==> config.mk <==
export PLATFORM = sky130hd
export DESIGN_NAME = twos_comp_serial
export DESIGN_NICKNAME = d
export VERILOG_FILES = /design/src/rtl/twos_comp_serial.sv
export SDC_FILE = /design/constraint.sdc
export NUM_CORES = 1
export LEC_CHECK = 0
export ABC_AREA = 1
export CAP_MARGIN = 20
export CORE_MARGIN = 10
export CORE_UTILIZATION = 50
export DETAILED_ROUTE_END_ITERATION = 8
export GPL_TIMING_DRIVEN = 0
export PLACE_DENSITY = 0.82
export SYNTH_ARGS = -nofsm -noshare
export SYNTH_HDL_FRONTEND = slang
export SYNTH_SLANG_ARGS = --single-unit
==> constraint.sdc <==
create_clock -name clk -period 1.3 [get_ports clk]
set_input_delay 0.13 -clock clk [delete_from_list [all_inputs] [get_ports clk]]
set_output_delay 0.13 -clock clk [all_outputs]
set_load 0.02 [all_outputs]
==> src/rtl/twos_comp_serial.sv <==
`default_nettype none
// +--------------------------------------------------------------------------+
// | Module   : twos_comp_serial                                              |
// | Purpose  : LSB-first bit-serial pass / negate / abs / -abs unit with     |
// |            overflow and zero flags. Define TWOS_COMP_SAT_EN to saturate. |
// | Revision : 1.0 - initial release                                         |
// +--------------------------------------------------------------------------+
module twos_comp_serial #(
    parameter int WIDTH = 8
) (
    input  logic             clk,
    input  logic             rst_n,
    input  logic             in_valid,
    output logic             in_ready,
    input  logic [WIDTH-1:0] in_data,
    input  logic [1:0]       in_mode,
    output logic             out_valid,
    input  logic             out_ready,
    output logic [WIDTH-1:0] out_data,
    output logic             out_ovf,
    output logic             out_zero,
    output logic             busy
);

    localparam int                 c_cnt_w   = (WIDTH > 2) ? $clog2(WIDTH) : 1;
    localparam logic [c_cnt_w-1:0] c_last    = c_cnt_w'(WIDTH - 1);
    localparam logic [WIDTH-1:0]   c_min_neg = {1'b1, {(WIDTH-1){1'b0}}};
`ifdef TWOS_COMP_SAT_EN
    localparam logic [WIDTH-1:0]   c_max_pos = ~c_min_neg;
`endif

    typedef enum logic [1:0] {
        ST_IDLE  = 2'd0,
        ST_SHIFT = 2'd1,
        ST_DONE  = 2'd2
    } state_t;

    state_t             r_state;
    logic [WIDTH-1:0]   r_shift;
    logic [WIDTH-1:0]   r_data;
    logic [c_cnt_w-1:0] r_cnt;
    logic               r_carry;
    logic               r_neg;
    logic               r_ovf_pend;
    logic               r_nz;
    logic               r_in_ready;
    logic               r_out_valid;
    logic               r_out_ovf;
    logic               r_out_zero;
    logic               r_busy;

    logic               w_neg_in;
    logic               w_bit;
    logic               w_res_bit;
    logic               w_carry_nxt;
    logic               w_last;

    always_comb begin
        w_neg_in = 1'b0;
        case (in_mode)
            2'b00:   w_neg_in = 1'b0;
            2'b01:   w_neg_in = 1'b1;
            2'b10:   w_neg_in = in_data[WIDTH-1];
            default: w_neg_in = ~in_data[WIDTH-1];
        endcase
    end

    // Serial increment of the inverted operand: carry starts at 1 and dies at the first 1 bit.
    assign w_bit       = r_shift[0];
    assign w_res_bit   = r_neg ? (~w_bit ^ r_carry) : w_bit;
    assign w_carry_nxt = r_neg ? (~w_bit & r_carry) : r_carry;
    assign w_last      = (r_cnt == c_last);

    always_ff @(posedge clk or negedge rst_n) begin
        if (!rst_n) begin
            r_state     <= ST_IDLE;
            r_shift     <= '0;
            r_data      <= '0;
            r_cnt       <= '0;
            r_carry     <= 1'b0;
            r_neg       <= 1'b0;
            r_ovf_pend  <= 1'b0;
            r_nz        <= 1'b0;
            r_in_ready  <= 1'b1;
            r_out_valid <= 1'b0;
            r_out_ovf   <= 1'b0;
            r_out_zero  <= 1'b0;
            r_busy      <= 1'b0;
        end else begin
            case (r_state)
                ST_IDLE: begin
                    if (in_valid && r_in_ready) begin
                        r_shift    <= in_data;
                        r_cnt      <= '0;
                        r_carry    <= 1'b1;
                        r_neg      <= w_neg_in;
                        r_ovf_pend <= w_neg_in && (in_data == c_min_neg);
                        r_nz       <= 1'b0;
                        r_in_ready <= 1'b0;
                        r_busy     <= 1'b1;
                        r_state    <= ST_SHIFT;
                    end
                end
                ST_SHIFT: begin
                    r_shift <= r_shift >> 1;
                    r_data  <= {w_res_bit, r_data[WIDTH-1:1]};
                    r_carry <= w_carry_nxt;
                    r_nz    <= r_nz | w_res_bit;
                    r_cnt   <= r_cnt + c_cnt_w'(1);
                    if (w_last) begin
                        r_state     <= ST_DONE;
                        r_out_valid <= 1'b1;
                        r_out_ovf   <= r_ovf_pend;
                        r_out_zero  <= ~(r_nz | w_res_bit);
`ifdef TWOS_COMP_SAT_EN
                        if (r_ovf_pend) begin
                            r_data <= c_max_pos;
                        end
`endif
                    end
                end
                ST_DONE: begin
                    if (out_ready) begin
                        r_state     <= ST_IDLE;
                        r_out_valid <= 1'b0;
                        r_out_ovf   <= 1'b0;
                        r_out_zero  <= 1'b0;
                        r_in_ready  <= 1'b1;
                        r_busy      <= 1'b0;
                    end
                end
                default: begin
                    r_state    <= ST_IDLE;
                    r_in_ready <= 1'b1;
                    r_busy     <= 1'b0;
                end
            endcase
        end
    end

    assign in_ready  = r_in_ready;
    assign out_valid = r_out_valid;
    assign out_data  = r_data;
    assign out_ovf   = r_out_ovf;
    assign out_zero  = r_out_zero;
    assign busy      = r_busy;

endmodule
`default_nettype wire

After elaboration in Yosys (flattened, before gate mapping)
Index checks and enable logic that the tools add are counted.

cells by class
  $add $sub $neg = 1
  equal/unequal tests = 10
  muxes and demuxes = 25
  bitwise gates (word level) = 7
  reduce and logical (&&, ||, !) cells = 12

operators with widths
  kind                   count
  $pmux W8 S2            1
  $reduce_and A3 Y1      4
  $pmux W1 S2            5
  $mux W1                9
  $pmux W1 S3            3
  $eq A8 B8 Y1 const B   1
  $mux W8                1
  $ne A2 B2 Y1 const B   4
  $mux W2                3
  $pmux W2 S3            1
  $pmux W3 S2            1
  $eq A2 B1 Y1 const B   2
  $eq A2 B2 Y1 const B   2
  $logic_not A2 Y1       2
  $not A1 Y1             4
  $reduce_and A2 Y1      2
  $reduce_bool A2 Y1     2
  $add A3 B1 Y3 const B  1
  $eq A3 B3 Y1 const B   1
  $mux W3                1
  $logic_and A1 B1 Y1    2
  $and A1 B1 Y1          1
  $or A1 B1 Y1           1
  $xor A1 B1 Y1          1

word-level totals
  flip-flop bits (word level) = 30
  input port bits = 14
  word-level logic and storage cells = 68

Longest topological paths before layout
Gate-level depths: netlist of the first run.

  depth after elaboration = 7
  mapped depth = 8
  gate-level depth less buffers = 7

Worst setup path after synthesis of the first run
Ideal clock, no wire load.

  kind = register -> register
  start point = register r_in_ready (netlist: in_ready)
  end point = register r_shift[6]
  setup time = 0.076 ns
  arrival = 1.117 ns
  required time = 1.224 ns
  setup slack = 0.107 ns
  cell stages (with the launch flop) = 8
  path buffers = 1
  period minus slack after synthesis = 1.193 ns
  cell sequence = dfstp_2 nand2_1 inv_1 nand2_2 nand2_2 buf_6 nand2_1 o21ai_1

on the way
  cells in the longest elaborated chain, start to end = 3

RTL lines
  element                      RTL line  text
  start, declared              46        logic r_in_ready;
  start signal, assigned       84        r_in_ready <= 1'b1;
  start signal, assigned       99        r_in_ready <= 1'b0;
  start signal, assigned       128       r_in_ready <= 1'b1;
  $logic_and A1 B1 Y1          92        if (in_valid && r_in_ready) begin
  $ne A2 B2 Y1 (no line)       --
  $reduce_and A2 Y1 (no line)  --
  end signal, assigned         93        r_shift <= in_data;
  end signal, assigned         105       r_shift <= r_shift >> 1;
  end, declared                39        logic [WIDTH-1:0] r_shift;

No other way between the ends.
A chain may end at the register's enable or synchronous reset.

Final worst setup path of the first run
  start point = register r_in_ready (netlist: in_ready)
  end point = register r_shift[7]

Same word-level chain as after synthesis.

==> results.cfg, run 1 <==
[global_route]
antenna_found_initial = 0
grt_pass1_wl_um = 5210
first_global_vias = 1225
grt_usage_pct = 12.3
grt_max_degree = 19
overflow = 0

[yosys]
synth_ff_type = dfrtp_1
synth_area_um2 = 1400
synth_cells = 164
synth.most_common_cell = nand2_1
yosys_warnings = 0
synth.avg_cell_area_um2 = 8.52
synthTopCellsByArea = dfrtp_1 52%, nand2_1 14%, inv_1 4.8%
synth_top_area_share_pct = 51.9
synth_edf_count = 0
ys_seq_area_share_pct = 53.8
synth_cell_types = 20
async_flop_share_pct = 100
synth-seq-cells = 30
synth_common_cells = 53 x nand2_1, 29 x dfrtp_1, 18 x inv_1, 11 x o21ai_1, 10 x o21ai_0
yosysTopAreaCell = dfrtp_1
synth_nets = 181

[final_layout]
design_area_um2 = 1790
drive_gt1_share_pct = 15.1
area_growth_pct = 28.1
fin_nets = 215
antenna_cells = 0

[power]
pwr-share-seq_pct = 35.8
p_leak_nw = 0.934
power.internal_mw = 2.50
ir_worst_vdd_mv = 1.37
pwr-share-clk_pct = 16.9
combPwrFrac_pct = 47.3
power.switching_mw = 1.72
power.total_mw = 4.22
p_sw_share_pct = 40.8
powerDensity_nw_per_um2 = 2360

[critical_path]
crit_required_ns = 1.54
crit_family = flip-flops
max_stage_delay_ns = 0.55
reg2reg_from = in_ready
path_max_fanout = 10
r2r_setup_slack_ns = 0.08
endpoint_kind = flip-flop
crit_chain = nand2_1 -> inv_1 -> nand2_2 -> buf_2 -> o22ai_1
r2r_cells = 5
critPathArrivalTime_ns = 1.46
worstSetupPathType = reg2reg
crit_path_start_kind = flip-flop
worstReg2RegEnd = r_shift[7]
critPathBufInv = 2
slowest_stage = dfstp_2

[run_status]
status = completed

[timing]
tightest_slew_ns = 0.669
min_period_ns = 1.22
slew_headroom_pct = 55.3
hold_ws_ns = 0.204
fin_crit_sh_pct = 93.5
fin_worst_skew_ns = 0.00608
setup_viol = 0
drv_slew = 0
max_freq_ghz = 0.823
hold_viol = 0

[clocking]
clkTransAtPathRegs_ns = 0.09
clk_latency_ns = 0.33
htree_levels = 2
cts.sinks = 30
postCtsSetupBuffers = 0
cts_buffers = 5
clockBufferDepth = 2
cts-root-buf = clkbuf_4
cts_tree = built

[floorplan]
fp-row-count = 19
io-pin-count = 27
core_area_um2 = 2710
die_h_um = 72.9
start_util_pct = 51.6
die_w_um = 72.9
dieArea_um2 = 5310

[drt]
antenna_left = 0
drtIter0Drc = 68
first_pass_iters = 4
vias = 1168
route.detailed.drc = 0
via_per_inst = 5.08
wl_per_cell_um = 13.1
totalWireLength_um = 3010

[placement]
port_buffers = 26
gp_congestion = 0.750
dpl.hpwl_um = 2240
placed_cell_area_um2 = 1720

[worst_hold_path]
hold_class = in2async

[flow_run]
drv_cap = 0
==> through the flow <==
step	TNS, ns	utilization (%)	cells	worst slack [ns]
2_1_floorplan	0	-	164	0.107
3_3_place_gp	-11.23	62.6	221	-0.383
3_5_place_dp	0	63.6	222	0.00734
4_1_cts	0	65.9	230	0.00930
5_1_grt	-0.000263	66.1	230	-0.000243
6_report	0	66.1	230	0.0844
==> power by group through the flow <==
| stage | combinational [mW] | sequential (mW) | clock (mW) |
|---|---|---|---|
| 6_report | 2.00 | 1.51 | 0.713 |
| 5_1_grt | 2.29 | 1.56 | 0.761 |
| 4_1_cts | 1.99 | 1.51 | 0.728 |
| 3_5_place_dp | 2.06 | 1.53 | 0 |
| 3_3_place_gp | 1.97 | 1.51 | 0 |
| 2_1_floorplan | 1.25 | 1.66 | 0 |
==> metal layers <==
metal	GRT usage [%]	vias to the layer above	routed length (µm)	share of wire (%)
met2	19.5	25	1470	49
met4	6.96	0	48	1.6
met3	5.58	7	277	9.2
li1	-	581	-	-
met5	0	-	0	0
met1	13.4	555	1220	40
==> state kept, by name (all words and copies together) (netlist names), 2 cells and up <==
name / cells
out_data: 8
r_shift: 8
r_cnt: 3
r_state: 2
==> logic make-up after synthesis <==
| family | count (synthesis) | synth area share [%] |
|---|---|---|
| flip-flops | 30 | 53.8 |
| AO/OA/AOI/OAI | 30 | 11.8 |
| AND/OR/NAND/NOR | 75 | 22.2 |
| buffers and inverters | 26 | 9.49 |
| adder cells (fa/ha/maj) | 3 | 2.69 |
==> placed cells by master (no fill, tap or decap), drive strengths merged <==
cell type	Yosys	final
dfrtp	29	29
dlygate4sd2	0	12
dfstp	1	1
o22ai	1	1
clkdlybuf4s50	0	13
a21oi	4	4
nor2	10	10
o21ai	24	24
bufinv	0	1
inv	20	20
o21a	1	1
nand2	58	58
buf	6	8
nand3	7	7
clkbuf	0	7
ha	3	3
==> worst max path at each step <==
stage,from,to,slack [ns],cells past startpoint
after detailed placement,in_valid,r_shift[6],0.007,8
after global placement,rst_n,out_data[2],-0.38,1
after floorplan,in_ready,r_shift[6],0.11,7
final,in_ready,r_shift[7],0.08,5
after CTS,in_ready,in_ready,0.009,1
after global routing,r_state[1],r_shift[4],-0.0002,6
==> what timing repair did <==
item                                    CTS  global route
pin swaps                                 0             1
endpoints found under the setup margin   13             9
hold buffers                              0             0
cloned                                    0             0
gates resized for setup                  15             9
==> layout make-up <==
cell class / count / area (µm²)
plain buffers: 6 / 55.1
clock buffers: 7 / 45.0
clock inverters: 1 / 30.0
fillers: 244 / 920
inverters: 20 / 77.6
multi-input cells: 108 / 524
flip-flops and latches: 30 / 752
well taps: 31 / 38.8
repair buffers: 27 / 268
No activity file was read; power rests on OpenSTA's default activity.
==> run 2, diff against run 1 <==
--- a/config.mk
+++ b/config.mk
@@ -6,8 +6,8 @@
 export NUM_CORES = 1
 export LEC_CHECK = 0
 export ABC_AREA = 1
-export CAP_MARGIN = 20
-export CORE_MARGIN = 10
+export CAP_MARGIN = 30
+export CORE_MARGIN = 4
 export CORE_UTILIZATION = 50
 export DETAILED_ROUTE_END_ITERATION = 8
 export GPL_TIMING_DRIVEN = 0
==> run 2 against run 1 <==
  * Core utilization is 3.4 points higher
  * Wire length is 2.2% higher
  * Die area shrank 30%
  * Worst hold slack better by 0.11 ns
==> results.cfg, run 2 (synthesis results as in run 1) <==
[timing]
drv_slew = 0
max_freq_ghz = 0.822
slew_headroom_pct = 37.9
tightest_slew_ns = 0.929
fin_crit_sh_pct = 93.6
setup_viol = 0
min_period_ns = 1.22
fin_worst_skew_ns = 0.00820
hold_viol = 0

[global_route]
first_global_vias = 1174
grt_usage_pct = 19.1
antenna_found_initial = 0
grt_pass1_wl_um = 5040
grt_max_degree = 20
overflow = 0

[clocking]
clkTransAtPathRegs_ns = 0.10
cts_tree = built
cts_buffers = 5
clk_latency_ns = 0.33
cts-root-buf = clkbuf_4
cts.sinks = 30
clockBufferDepth = 2
cts_hold_buf = 0
htree_levels = 2

[floorplan]
start_util_pct = 54.4
die_w_um = 60.9
fp-row-count = 18
core_area_um2 = 2570
dieArea_um2 = 3710
io-pin-count = 27
die_h_um = 60.9

[final_layout]
final_cell_mix = 53 x nand2_1, 29 x dfrtp_1, 18 x inv_1
final_common_cell = nand2_1
fin_cells = 231
design_area_um2 = 1780
area_growth_pct = 27.6
drive_gt1_share_pct = 15.9
antenna_cells = 0
fin_nets = 217
fillers = 222

[critical_path]
crit_required_ns = 1.56
path_common_cell = nand2_1
slowest_stage = dfstp_2
endpoint_kind = flip-flop
worstSetupPathType = reg2reg
path_max_fanout = 4
crit_chain = nand2_1 -> inv_1 -> nand2_2 -> nand2_4 -> buf_4 -> nand2_1 -> o21ai_1
max_stage_delay_ns = 0.55
crit_path_start_kind = flip-flop
critPathArrivalTime_ns = 1.47

[drt]
totalWireLength_um = 3080
via_per_inst = 5.12
vias = 1183
wl_per_cell_um = 13.3
drtIter0Drc = 45
antenna_left = 0
first_pass_iters = 4
route.detailed.drc = 0

[power]
powerDensity_nw_per_um2 = 2350
ir_worst_vdd_mv = 1.52
p_leak_nw = 0.938

[flow_run]
drv_cap = 0

[placement]
placed_cell_area_um2 = 1710
dpl.hpwl_um = 2120
port_buffers = 26
place_inst = 221
gp_congestion = 0.744

[run_status]
status = completed

[worst_hold_path]
hold_class = in2async
-- run 2: changes by cell type in the layout (fill, tap and decap cells not counted), moves of 2 or more --
cell     before  now
o21ai_1      14   11
buf_4         0    3
buf_8         0    2
o21ai_0       6    9
-- run 2: power breakdown --
part           total, mW  switching, mW  internal [mW]
Sequential          1.52          0.202           1.31
Combinational       2.09           1.26          0.834
Clock              0.590          0.328          0.262
-- run 2: worst max-delay path: cells and delay by family, from the launching register on --
| family | cells | cell delay (ns) |
|---|---|---|
| AOI/OAI and AO/OA | 1 | 0.09 |
| buffers and inverters | 2 | 0.21 |
| DFF | 1 | 0.55 |
| and+or+nand+nor | 4 | 0.30 |
-- run 2: final timing paths --
kind,startpoint,slack (ns),cells past startpoint,to
setup reg to reg,in_ready,0.08,7,r_shift[1]
min in group clk,out_valid,0.47,2,out_valid
hold reg to reg,out_valid,0.47,2,out_valid
max in group asynchronous,rst_n,0.40,2,r_neg
hold / removal,rst_n,0.31,1,out_ovf
setup / recovery,in_ready,0.08,7,r_shift[1]
-- run 2: repair_timing --
item,CTS,global route
buffers inserted,0,2
resized for setup,15,8
pin swaps,0,2
endpoints found under the setup margin,13,12
-- run 2: area by class of cell --
| class | instances | area, µm² | area share [%] |
|---|---|---|---|
| Inverter | 20 | 77.6 | 4.35 |
| Buffer | 6 | 61.3 | 3.44 |
| Clock buffer | 7 | 55.1 | 3.09 |
| Clock inverter | 1 | 5.00 | 0.281 |
| Tap cell | 30 | 37.5 | 2.11 |
| Multi-Input combinational cell | 108 | 524 | 29.4 |
| Timing Repair Buffer | 29 | 270 | 15.2 |
| Sequential cell | 30 | 752 | 42.2 |
-- run 2: routing by layer --
layer | vias to the layer above | GRT usage, % | part of all wire, % | wire length [µm]
li1 | 584 | - | - | -
met1 | 553 | 23.3 | 46 | 1420
met2 | 37 | 31.1 | 46 | 1400
met3 | 9 | 4.47 | 6.1 | 189
met4 | 0 | 10.5 | 2.1 | 66
met5 | - | 0 | 0 | 0
-- run 2: per-stage QoR --
step	worst slack (ns)	setup TNS (ns)	total power, mW	hold WS (ns)	utilization (%)
detailed placement	0.00521	0	3.57	0.458	66.6
global placement	-0.380	-11.15	3.48	0.453	66.0
global route	-0.0181	-0.0356	4.55	0.366	69.4
CTS	0.0131	0	4.08	0.315	68.4
finish	0.0836	0	4.20	0.309	69.4
floorplan	0.107	0	2.92	-0.166	-
